--- config.mk ---
export PLATFORM = sky130hd
export DESIGN_NAME = sevseg_capture_flat
export DESIGN_NICKNAME = d
export VERILOG_FILES = /design/src/rtl/sevseg_capture_if.sv /design/src/rtl/sevseg_capture.sv /design/src/flat_wrapper.sv
export SDC_FILE = /design/constraint.sdc
export NUM_CORES = 1
export LEC_CHECK = 0
export CORE_ASPECT_RATIO = 1.4
export CORE_MARGIN = 1
export CORE_UTILIZATION = 40
export DETAILED_ROUTE_END_ITERATION = 12
export PLACE_DENSITY = 0.69
export SLEW_MARGIN = 20
export SYNTH_ARGS = -nofsm -noshare
export SYNTH_HDL_FRONTEND = slang
export SYNTH_SLANG_ARGS = --single-unit
--- constraint.sdc ---
create_clock -name clk -period 6.25 [get_ports clk]
set_input_delay 1.25 -clock clk [delete_from_list [all_inputs] [get_ports clk]]
set_output_delay 1.25 -clock clk [all_outputs]
set_load 0.05 [all_outputs]
--- src/rtl/sevseg_capture_if.sv ---
// Multiplexed seven-segment display bus (segments + digit enables) and the
// decoded time and status pulses recovered from it.
interface sevseg_capture_if;
   logic [0:6] seg;
   logic [3:0] digit;
   logic [5:0] min;
   logic [5:0] sec;
   logic       frame_valid;
   logic       blank_frame;
   logic       err_glyph;
   logic       err_seq;
   logic       err_range;
   logic       err_timeout;

   modport master (
      output seg, digit,
      input  min, sec, frame_valid, blank_frame,
             err_glyph, err_seq, err_range, err_timeout
   );

   modport slave (
      input  seg, digit,
      output min, sec, frame_valid, blank_frame,
             err_glyph, err_seq, err_range, err_timeout
   );
endinterface

--- src/rtl/sevseg_capture.sv ---
// Recovers an mm:ss reading by sniffing a four-digit multiplexed seven-segment
// display, with settle filtering, scan-order checking and frame timeout.
module sevseg_capture #(
   parameter int SETTLE  = 1,
   parameter int TIMEOUT = 1000
) (
   input logic             clk,
   input logic             rst,
   sevseg_capture_if.slave bus
);

   localparam logic [1:0]  ST_SYNC      = 2'd0;
   localparam logic [1:0]  ST_COLLECT   = 2'd1;
   localparam logic [1:0]  ST_EMIT      = 2'd2;

   localparam logic [3:0]  DIG_SEC_ONES = 4'b1110;
   localparam logic [3:0]  DIG_SEC_TENS = 4'b1101;
   localparam logic [3:0]  DIG_MIN_ONES = 4'b1011;
   localparam logic [3:0]  DIG_MIN_TENS = 4'b0111;
   localparam logic [3:0]  DIG_NONE     = 4'b1111;

   localparam logic [3:0]  VAL_BLANK    = 4'hF;
   localparam logic [7:0]  SETTLE_C     = 8'(SETTLE);
   localparam logic [15:0] TO_LAST_C    = 16'(TIMEOUT - 1);

   // Returns {legal, value}; blank is a legal glyph carrying VAL_BLANK.
   function automatic logic [4:0] decode_glyph(input logic [0:6] s);
      case (s)
         7'b0000001: decode_glyph = {1'b1, 4'd0};
         7'b1001111: decode_glyph = {1'b1, 4'd1};
         7'b0010010: decode_glyph = {1'b1, 4'd2};
         7'b0000110: decode_glyph = {1'b1, 4'd3};
         7'b1001100: decode_glyph = {1'b1, 4'd4};
         7'b0100100: decode_glyph = {1'b1, 4'd5};
         7'b0100000: decode_glyph = {1'b1, 4'd6};
         7'b0001111: decode_glyph = {1'b1, 4'd7};
         7'b0000000: decode_glyph = {1'b1, 4'd8};
         7'b0000100: decode_glyph = {1'b1, 4'd9};
         7'b1111111: decode_glyph = {1'b1, VAL_BLANK};
         default:    decode_glyph = {1'b0, 4'd0};
      endcase
   endfunction

   function automatic logic is_digit_code(input logic [3:0] d);
      case (d)
         DIG_SEC_ONES, DIG_SEC_TENS, DIG_MIN_ONES, DIG_MIN_TENS: is_digit_code = 1'b1;
         default:                                                is_digit_code = 1'b0;
      endcase
   endfunction

   function automatic logic [3:0] code_for_slot(input logic [1:0] idx);
      case (idx)
         2'd0:    code_for_slot = DIG_SEC_ONES;
         2'd1:    code_for_slot = DIG_SEC_TENS;
         2'd2:    code_for_slot = DIG_MIN_ONES;
         2'd3:    code_for_slot = DIG_MIN_TENS;
         default: code_for_slot = DIG_NONE;
      endcase
   endfunction

   logic [3:0]  digit_prev_r;
   logic [7:0]  stab_cnt_r;
   logic [7:0]  stab_next_s;
   logic        same_s;
   logic        onehot_s;
   logic        sample_s;

   logic        samp_valid_r;
   logic [3:0]  samp_code_r;
   logic        samp_legal_r;
   logic [3:0]  samp_val_r;

   logic [1:0]  state_r;
   logic [1:0]  idx_r;
   logic [3:0]  slot_r [0:3];
   logic [15:0] to_cnt_r;

   logic [6:0]  min_calc_s;
   logic [6:0]  sec_calc_s;
   logic        all_blank_s;
   logic        any_blank_s;
   logic        range_bad_s;

   logic [5:0]  min_r;
   logic [5:0]  sec_r;
   logic        frame_valid_r;
   logic        blank_frame_r;
   logic        err_glyph_r;
   logic        err_seq_r;
   logic        err_range_r;
   logic        err_timeout_r;

   // Stability count of the digit code; the strobe fires once per held code.
   always_comb begin
      same_s   = (bus.digit == digit_prev_r);
      onehot_s = is_digit_code(bus.digit);
      if (onehot_s && same_s) begin
         if (stab_cnt_r == 8'hFF) begin
            stab_next_s = 8'hFF;
         end else begin
            stab_next_s = stab_cnt_r + 8'd1;
         end
      end else begin
         stab_next_s = 8'd1;
      end
      sample_s = onehot_s && (stab_next_s == SETTLE_C) &&
                 !(same_s && (stab_cnt_r == SETTLE_C));
   end

   // Digit history, stability counter and one-stage registered sample.
   always_ff @(posedge clk) begin
      if (rst) begin
         digit_prev_r <= DIG_NONE;
         stab_cnt_r   <= 8'd0;
         samp_valid_r <= 1'b0;
         samp_code_r  <= DIG_NONE;
         samp_legal_r <= 1'b0;
         samp_val_r   <= 4'd0;
      end else begin
         digit_prev_r <= bus.digit;
         stab_cnt_r   <= stab_next_s;
         samp_valid_r <= sample_s;
         samp_code_r  <= bus.digit;
         {samp_legal_r, samp_val_r} <= decode_glyph(bus.seg);
      end
   end

   // Frame evaluation; blank slots make the arithmetic meaningless but are
   // screened out first by priority.
   always_comb begin
      min_calc_s  = 7'(slot_r[3]) * 7'd10 + 7'(slot_r[2]);
      sec_calc_s  = 7'(slot_r[1]) * 7'd10 + 7'(slot_r[0]);
      all_blank_s = (slot_r[0] == VAL_BLANK) && (slot_r[1] == VAL_BLANK) &&
                    (slot_r[2] == VAL_BLANK) && (slot_r[3] == VAL_BLANK);
      any_blank_s = (slot_r[0] == VAL_BLANK) || (slot_r[1] == VAL_BLANK) ||
                    (slot_r[2] == VAL_BLANK) || (slot_r[3] == VAL_BLANK);
      range_bad_s = (slot_r[1] > 4'd5) || (min_calc_s > 7'd63);
   end

   // Frame sequencer, timeout supervision and registered outputs.
   always_ff @(posedge clk) begin
      if (rst) begin
         state_r       <= ST_SYNC;
         idx_r         <= 2'd0;
         to_cnt_r      <= 16'd0;
         for (int i = 0; i < 4; i++) slot_r[i] <= 4'd0;
         min_r         <= 6'd0;
         sec_r         <= 6'd0;
         frame_valid_r <= 1'b0;
         blank_frame_r <= 1'b0;
         err_glyph_r   <= 1'b0;
         err_seq_r     <= 1'b0;
         err_range_r   <= 1'b0;
         err_timeout_r <= 1'b0;
      end else begin
         frame_valid_r <= 1'b0;
         blank_frame_r <= 1'b0;
         err_glyph_r   <= 1'b0;
         err_seq_r     <= 1'b0;
         err_range_r   <= 1'b0;
         err_timeout_r <= 1'b0;
         case (state_r)
            ST_SYNC: begin
               if (samp_valid_r && (samp_code_r == DIG_SEC_ONES)) begin
                  if (samp_legal_r) begin
                     slot_r[0] <= samp_val_r;
                     for (int i = 1; i < 4; i++) slot_r[i] <= 4'd0;
                     idx_r     <= 2'd1;
                     to_cnt_r  <= 16'd0;
                     state_r   <= ST_COLLECT;
                  end else begin
                     err_glyph_r <= 1'b1;
                  end
               end
            end
            ST_COLLECT: begin
               if (samp_valid_r) begin
                  to_cnt_r <= 16'd0;
                  if (!samp_legal_r) begin
                     err_glyph_r <= 1'b1;
                     for (int i = 0; i < 4; i++) slot_r[i] <= 4'd0;
                     state_r     <= ST_SYNC;
                  end else if (samp_code_r == code_for_slot(idx_r)) begin
                     slot_r[idx_r] <= samp_val_r;
                     if (idx_r == 2'd3) begin
                        state_r <= ST_EMIT;
                     end else begin
                        idx_r <= idx_r + 2'd1;
                     end
                  end else begin
                     err_seq_r <= 1'b1;
                     for (int i = 1; i < 4; i++) slot_r[i] <= 4'd0;
                     if (samp_code_r == DIG_SEC_ONES) begin
                        slot_r[0] <= samp_val_r;
                        idx_r     <= 2'd1;
                     end else begin
                        slot_r[0] <= 4'd0;
                        state_r   <= ST_SYNC;
                     end
                  end
               end else if (to_cnt_r == TO_LAST_C) begin
                  err_timeout_r <= 1'b1;
                  to_cnt_r      <= 16'd0;
                  for (int i = 0; i < 4; i++) slot_r[i] <= 4'd0;
                  state_r       <= ST_SYNC;
               end else begin
                  to_cnt_r <= to_cnt_r + 16'd1;
               end
            end
            ST_EMIT: begin
               if (all_blank_s) begin
                  blank_frame_r <= 1'b1;
               end else if (any_blank_s) begin
                  err_glyph_r <= 1'b1;
               end else if (range_bad_s) begin
                  err_range_r <= 1'b1;
               end else begin
                  min_r         <= min_calc_s[5:0];
                  sec_r         <= sec_calc_s[5:0];
                  frame_valid_r <= 1'b1;
               end
               // A back-to-back scan delivers the next seconds-ones digit here.
               if (samp_valid_r && samp_legal_r && (samp_code_r == DIG_SEC_ONES)) begin
                  slot_r[0] <= samp_val_r;
                  for (int i = 1; i < 4; i++) slot_r[i] <= 4'd0;
                  idx_r     <= 2'd1;
                  to_cnt_r  <= 16'd0;
                  state_r   <= ST_COLLECT;
               end else begin
                  idx_r   <= 2'd0;
                  state_r <= ST_SYNC;
               end
            end
            default: begin
               state_r <= ST_SYNC;
            end
         endcase
      end
   end

   assign bus.min         = min_r;
   assign bus.sec         = sec_r;
   assign bus.frame_valid = frame_valid_r;
   assign bus.blank_frame = blank_frame_r;
   assign bus.err_glyph   = err_glyph_r;
   assign bus.err_seq     = err_seq_r;
   assign bus.err_range   = err_range_r;
   assign bus.err_timeout = err_timeout_r;

endmodule

--- src/flat_wrapper.sv ---
// flat-port wrapper written by rule: the top's interface ports become plain ports
module sevseg_capture_flat 
#(
   parameter int SETTLE  = 1,
   parameter int TIMEOUT = 1000
)
  (clk, rst, bus_seg, bus_digit, bus_min, bus_sec, bus_frame_valid, bus_blank_frame, bus_err_glyph, bus_err_seq, bus_err_range, bus_err_timeout);
  sevseg_capture_if bus_i ();
  input logic clk;
  input logic rst;
  input wire logic [$bits(bus_i.seg)-1:0] bus_seg;
  input wire logic [$bits(bus_i.digit)-1:0] bus_digit;
  output wire logic [$bits(bus_i.min)-1:0] bus_min;
  output wire logic [$bits(bus_i.sec)-1:0] bus_sec;
  output wire logic [$bits(bus_i.frame_valid)-1:0] bus_frame_valid;
  output wire logic [$bits(bus_i.blank_frame)-1:0] bus_blank_frame;
  output wire logic [$bits(bus_i.err_glyph)-1:0] bus_err_glyph;
  output wire logic [$bits(bus_i.err_seq)-1:0] bus_err_seq;
  output wire logic [$bits(bus_i.err_range)-1:0] bus_err_range;
  output wire logic [$bits(bus_i.err_timeout)-1:0] bus_err_timeout;
  assign bus_i.seg = bus_seg;
  assign bus_i.digit = bus_digit;
  assign bus_min = bus_i.min;
  assign bus_sec = bus_i.sec;
  assign bus_frame_valid = bus_i.frame_valid;
  assign bus_blank_frame = bus_i.blank_frame;
  assign bus_err_glyph = bus_i.err_glyph;
  assign bus_err_seq = bus_i.err_seq;
  assign bus_err_range = bus_i.err_range;
  assign bus_err_timeout = bus_i.err_timeout;
  sevseg_capture #(.SETTLE(SETTLE), .TIMEOUT(TIMEOUT)) u_core (.clk(clk), .rst(rst), .bus(bus_i));
endmodule
After elaboration in Yosys (flattened, before gate mapping)
Memory sizes are Yosys's and may differ from the RTL's. Cells that the tools add are included.

Bits in registers: 56. Bits in latches: 0. Bits in writable memories: 16. Memory bits (read-only): 0. Input bits: 13. Output and inout bits: 18. Logic and storage cells: 227. Memories: 1.

Memory list: u_core.slot_r (depth 4, width 4, rd ports 4, clocked after memory_dff 0, wr ports 4, RTL line sevseg_capture.sv:75) `logic [3:0] slot_r [0:3];`.

$add $sub $neg: 5. Multiply operators: 2. Div/mod/pow operators: 0. Magnitude comparators: 2. Eq/ne operators: 40. Shift operators: 0. Mux-type cells: 109. Bitwise gates (word level): 25. Reduce and logical (&&, ||, !) cells: 27.

Operator list (number): two-way mux 4 bit (26); two-way mux 16 bit (5); two-way mux 1 bit (56); case mux 5 bit (11 select lines) (1); case mux 16 bit (3 select lines) (1); == test 4 bit (second input constant) (8); two-way mux 2 bit (14); == test 7 bit (second input constant) (3); OR 1 bit (21); adder 16 x 1 -> 16 bit (second input constant) (1); == test 16 x 10 -> 1 bit (second input constant) (1); == test 8 x 1 -> 1 bit (second input constant) (2); two-way mux 8 bit (2); case mux 4 bit (4 select lines) (1); == test 7 x 3 -> 1 bit (second input constant) (2); == test 7 x 6 -> 1 bit (second input constant) (2); case mux 2 bit (3 select lines) (2); OR reduction 4 bit (3); logical AND 1 bit (10); inequality test 2 x 1 -> 1 bit (second input constant) (5); inequality test 5 bit (second input constant) (2); adder 8 x 1 -> 8 bit (second input constant) (1); == test 4 bit (2); == test 8 bit (second input constant) (1); other kinds (26) (38).

Logic depth before layout (Yosys ltp)
Depth in word-level cells: 18. Depth in mapped cells: 10.

Least setup slack after synthesis
Ideal clock, no wire load.

Path kind: reg-to-reg. From: mem u_core.slot_r[3][1]. To: reg u_core.min_r[1] (netlist: u_core.bus.min[1]). Library setup time: 128 ps. Arrival: 2851 ps. Data required time: 6122 ps. Path slack: 3271 ps. Stages on the path, launching flop included: 11. Clock period less this slack: 2979 ps. Path through: edfxtp_1 -> ha_1 -> ha_1 -> inv_1 -> fa_1 -> nand2b_1 -> o31a_1 -> o2111ai_1 -> buf_2 -> mux2i_1 -> nor2_1.

RTL lines: start, declared (RTL line sevseg_capture.sv:75); end signal, assigned (RTL line sevseg_capture.sv:218) `min_r <= min_calc_s[5:0];`; end, declared (RTL line sevseg_capture.sv:84) `logic [5:0] min_r;`.

==> flow_summary.yaml <==
setup_path:
  worstSetupPathType: "in2reg"
  arrival_ns: 3.05
  startpoint: "rst"
  ff2ff_path_depth: 10
  cp-start-kind: "input port"
  crit_fanout: 53
  crit_required_ns: 6.29
  endpoint: "u_core.slot_r[2][0]"
  reg2reg_slack_ns: 3.30
  reg2reg_from: "u_core.slot_r[3][1]"
  timing.rr.end: "u_core.bus.sec[2]"
  cp-end-kind: "flip-flop"
placement:
  gp_congestion: 0.846
  place_area_um2: 4520
  dp.final_hpwl_mm: 6.45
  portBuffers: 30
layout:
  syn_to_final_growth_pct: 17.1
  finalNetCount: 516
  drive_above_1_share_pct: 6.88
  most-common-layout-cells: "56 x dfxtp_1, 35 x nor2_1, 30 x nand2_1, 30 x a21oi_1, 29 x clkdlybuf4s50_1"
  final_area_um2: 4830
  final_common_cell: "dfxtp_1"
  fillCellCount: 933
  diodes: 0
die:
  dieWidth_um: 87.8
  placementRows: 43
  dieArea_um2: 10700
  dieHeight_um: 122
  initial_core_util_pct: 41.4
  top_level_ports: 31
  core_area_um2: 9950
sta:
  worst_slew_pin_slew_ns: 0.965
  setup_tns_ns: 0
  maxSlewHeadroom_pct: 35.6
  clock.fmax_ghz: 0.332
  drv_slew: 0
  rsz0062_at_grt: "no"
  setup_viol: 0
  finalCritPeriodShare_pct: 48.2
  skew_ns: 0.00455
  fin_hold_ws_ns: 0.462
  fin_crit_ns: 3.01
  report.final.hold_viol_count: 0
clock_tree:
  worstSkewPairLatency_ns: 0.33
  hold_buffers: 0
  clock-sinks: 72
  cts_tree: "built"
  cts_max_level: 3
  cts_buffers: 9
  clock-root-buffer: "clkbuf_16"
  cts_buffer_depth: 2
  cts.clk_slew.worst_paths_ns: 0.06
  cts_setup_buffers: 0
  post_cts_resize_count: 0
route:
  routed_wl_mm: 8.75
  dr.pass1.iters: 4
  wl_per_cell_um: 14.2
  ant_nets: 0
  avgViaCountPerCell: 5.67
  drc: 0
  first_iter_violations: 208
  vias: 3487
grt:
  grt_use_total_pct: 17.4
  grt_pass1_vias: 3200
  antenna_found_initial: 0
  overflow: 0
  grt_max_degree: 54
  grt_first_pass_wirelength_mm: 14.6
synthesis:
  synth-main-ff-cell: "dfxtp_1"
  synth_edf_count: 16
  postSynthAreaPerCell_um2: 9.14
  async_reset_ff_share_pct: 0
  synth_cells: 451
  syn-cell-area_um2: 4120
  synth-seq-cells: 72
  yosysWarnings: 0
  syn_nets: 492
  yosysUniqueCellTypes: 59
  yosysSeqAreaShare_pct: 38.9
power_and_ir_drop:
  leakagePower_nw: 1.80
  netSwitchingFraction_pct: 24.8
  comb_power_share_pct: 10.9
  intPower_w: 0.000853
  pwr-share-clk_pct: 45.5
  pwr_density_cell_nw_per_um2: 235
  p_seq_share_pct: 43.6
  ir_drop_mv: 0.165
  switching_power_w: 0.000281
min_path:
  hold_path.class: "reg2reg"
job:
  maxCapViolCount: 0
outcome:
  outcome: "completed"
layer usage:
metal	wire, µm	global-route usage (%)	share of wire (%)	up-vias
li1	-	-	-	1721
met1	3690	19.2	42	1638
met2	4470	30.7	51	103
met3	323	3.46	3.7	25
met4	274	9.63	3.1	0
met5	0	0	0	-
sequential cells by signal (all words and copies together) (netlist names):
name	count
u_core.slot_r	16
u_core.to_cnt_r	16
u_core.stab_cnt_r	8
u_core.bus.min	6
u_core.bus.sec	6
u_core.samp_code_r	4
u_core.samp_val_r	4
u_core.idx_r	2
u_core.state_r	2
u_core.bus.blank_frame	1
u_core.bus.err_glyph	1
u_core.bus.err_range	1
u_core.bus.err_seq	1
u_core.bus.err_timeout	1
u_core.bus.frame_valid	1
u_core.samp_legal_r	1
u_core.samp_valid_r	1
cell families after synthesis:
| family | Yosys count | synth area share (%) |
|---|---|---|
| mux | 14 | 3.40 |
| buf+inv | 32 | 3.13 |
| simple gates | 194 | 26.5 |
| xor+xnor | 25 | 5.31 |
| compound gates | 86 | 13.8 |
| flops | 72 | 38.9 |
| fa+ha+maj | 28 | 9.05 |
cell type report:
type | instances | area, µm² | share of cell area (%)
Sequential cell | 72 | 1600 | 33.2
Clock inverter | 6 | 67.6 | 1.40
Multi-Input combinational cell | 347 | 2390 | 49.5
Inverter | 13 | 48.8 | 1.01
Tap cell | 135 | 169 | 3.50
Clock buffer | 10 | 239 | 4.95
Timing Repair Buffer | 32 | 310 | 6.43
Yosys cell counts, drive strengths merged (3+ instances only):
master  number  area (µm²)
or2          9        56.3
nor4        10        77.6
nor2        35         131
mux2i       14         140
nand4       12        75.1
nor2b        6        37.5
nand4b       5        43.8
ha          25         313
a21o         6        45.0
fa           3        60.1
nand2       30         113
a311oi       4        35.0
nor3        12        60.1
dfxtp       56        1120
or4         11        90.1
buf          3        20.0
o32ai        4        35.0
and2         5        31.3
xnor2       12         105
clkbuf      16        60.1
a21oi       30         150
edfxtp      16         480
xor2        13         114
nor3b        7        52.6
inv         13        48.8
o21ai       16        80.1
and3        16         100
nand3       18        95.1
nand2b       8        50.1
or3          4        25.0
per-stage QoR:
step / setup slack (ns) / total power (W) / std cells / utilization, %
3_5_place_dp: 2.92 / 0.000626 / 599 / 45.4
3_3_place_gp: 2.97 / 0.000622 / 599 / 45.4
2_1_floorplan: 3.27 / 0.000595 / 451 / -
6_report: 3.24 / 0.00113 / 615 / 48.5
5_1_grt: 3.02 / 0.00118 / 615 / 48.5
4_1_cts: 3.26 / 0.00114 / 615 / 48.5
how the worst min path moves through the flow:
stage	from	to	slack [ns]	depth (start not counted)
floorplan	u_core.to_cnt_r[1]	u_core.to_cnt_r[1]	0.45	2
global placement	u_core.bus.sec[2]	u_core.bus.sec[2]	0.45	2
detailed placement	u_core.bus.sec[2]	u_core.bus.sec[2]	0.46	2
CTS	u_core.bus.sec[2]	u_core.bus.sec[2]	0.46	2
global route	u_core.bus.sec[2]	u_core.bus.sec[2]	0.49	2
finish	u_core.bus.sec[2]	u_core.bus.sec[2]	0.46	2
power groups by stage:
stage          sequential [W]  clock [W]  combinational (W)
6_report             0.000495   0.000516           0.000124
5_1_grt              0.000496   0.000546           0.000137
4_1_cts              0.000494   0.000525           0.000123
3_5_place_dp         0.000504          0           0.000122
3_3_place_gp         0.000504          0           0.000119
2_1_floorplan        0.000502          0          0.0000937
worst max-delay path: stages:
cell and delay (ns):
buf_2 0.72, nand2b_1 0.27, nor3_1 0.09, nor4_1 0.45
nand2_1 0.25
Note: power is estimated with default switching activity, not from simulation.
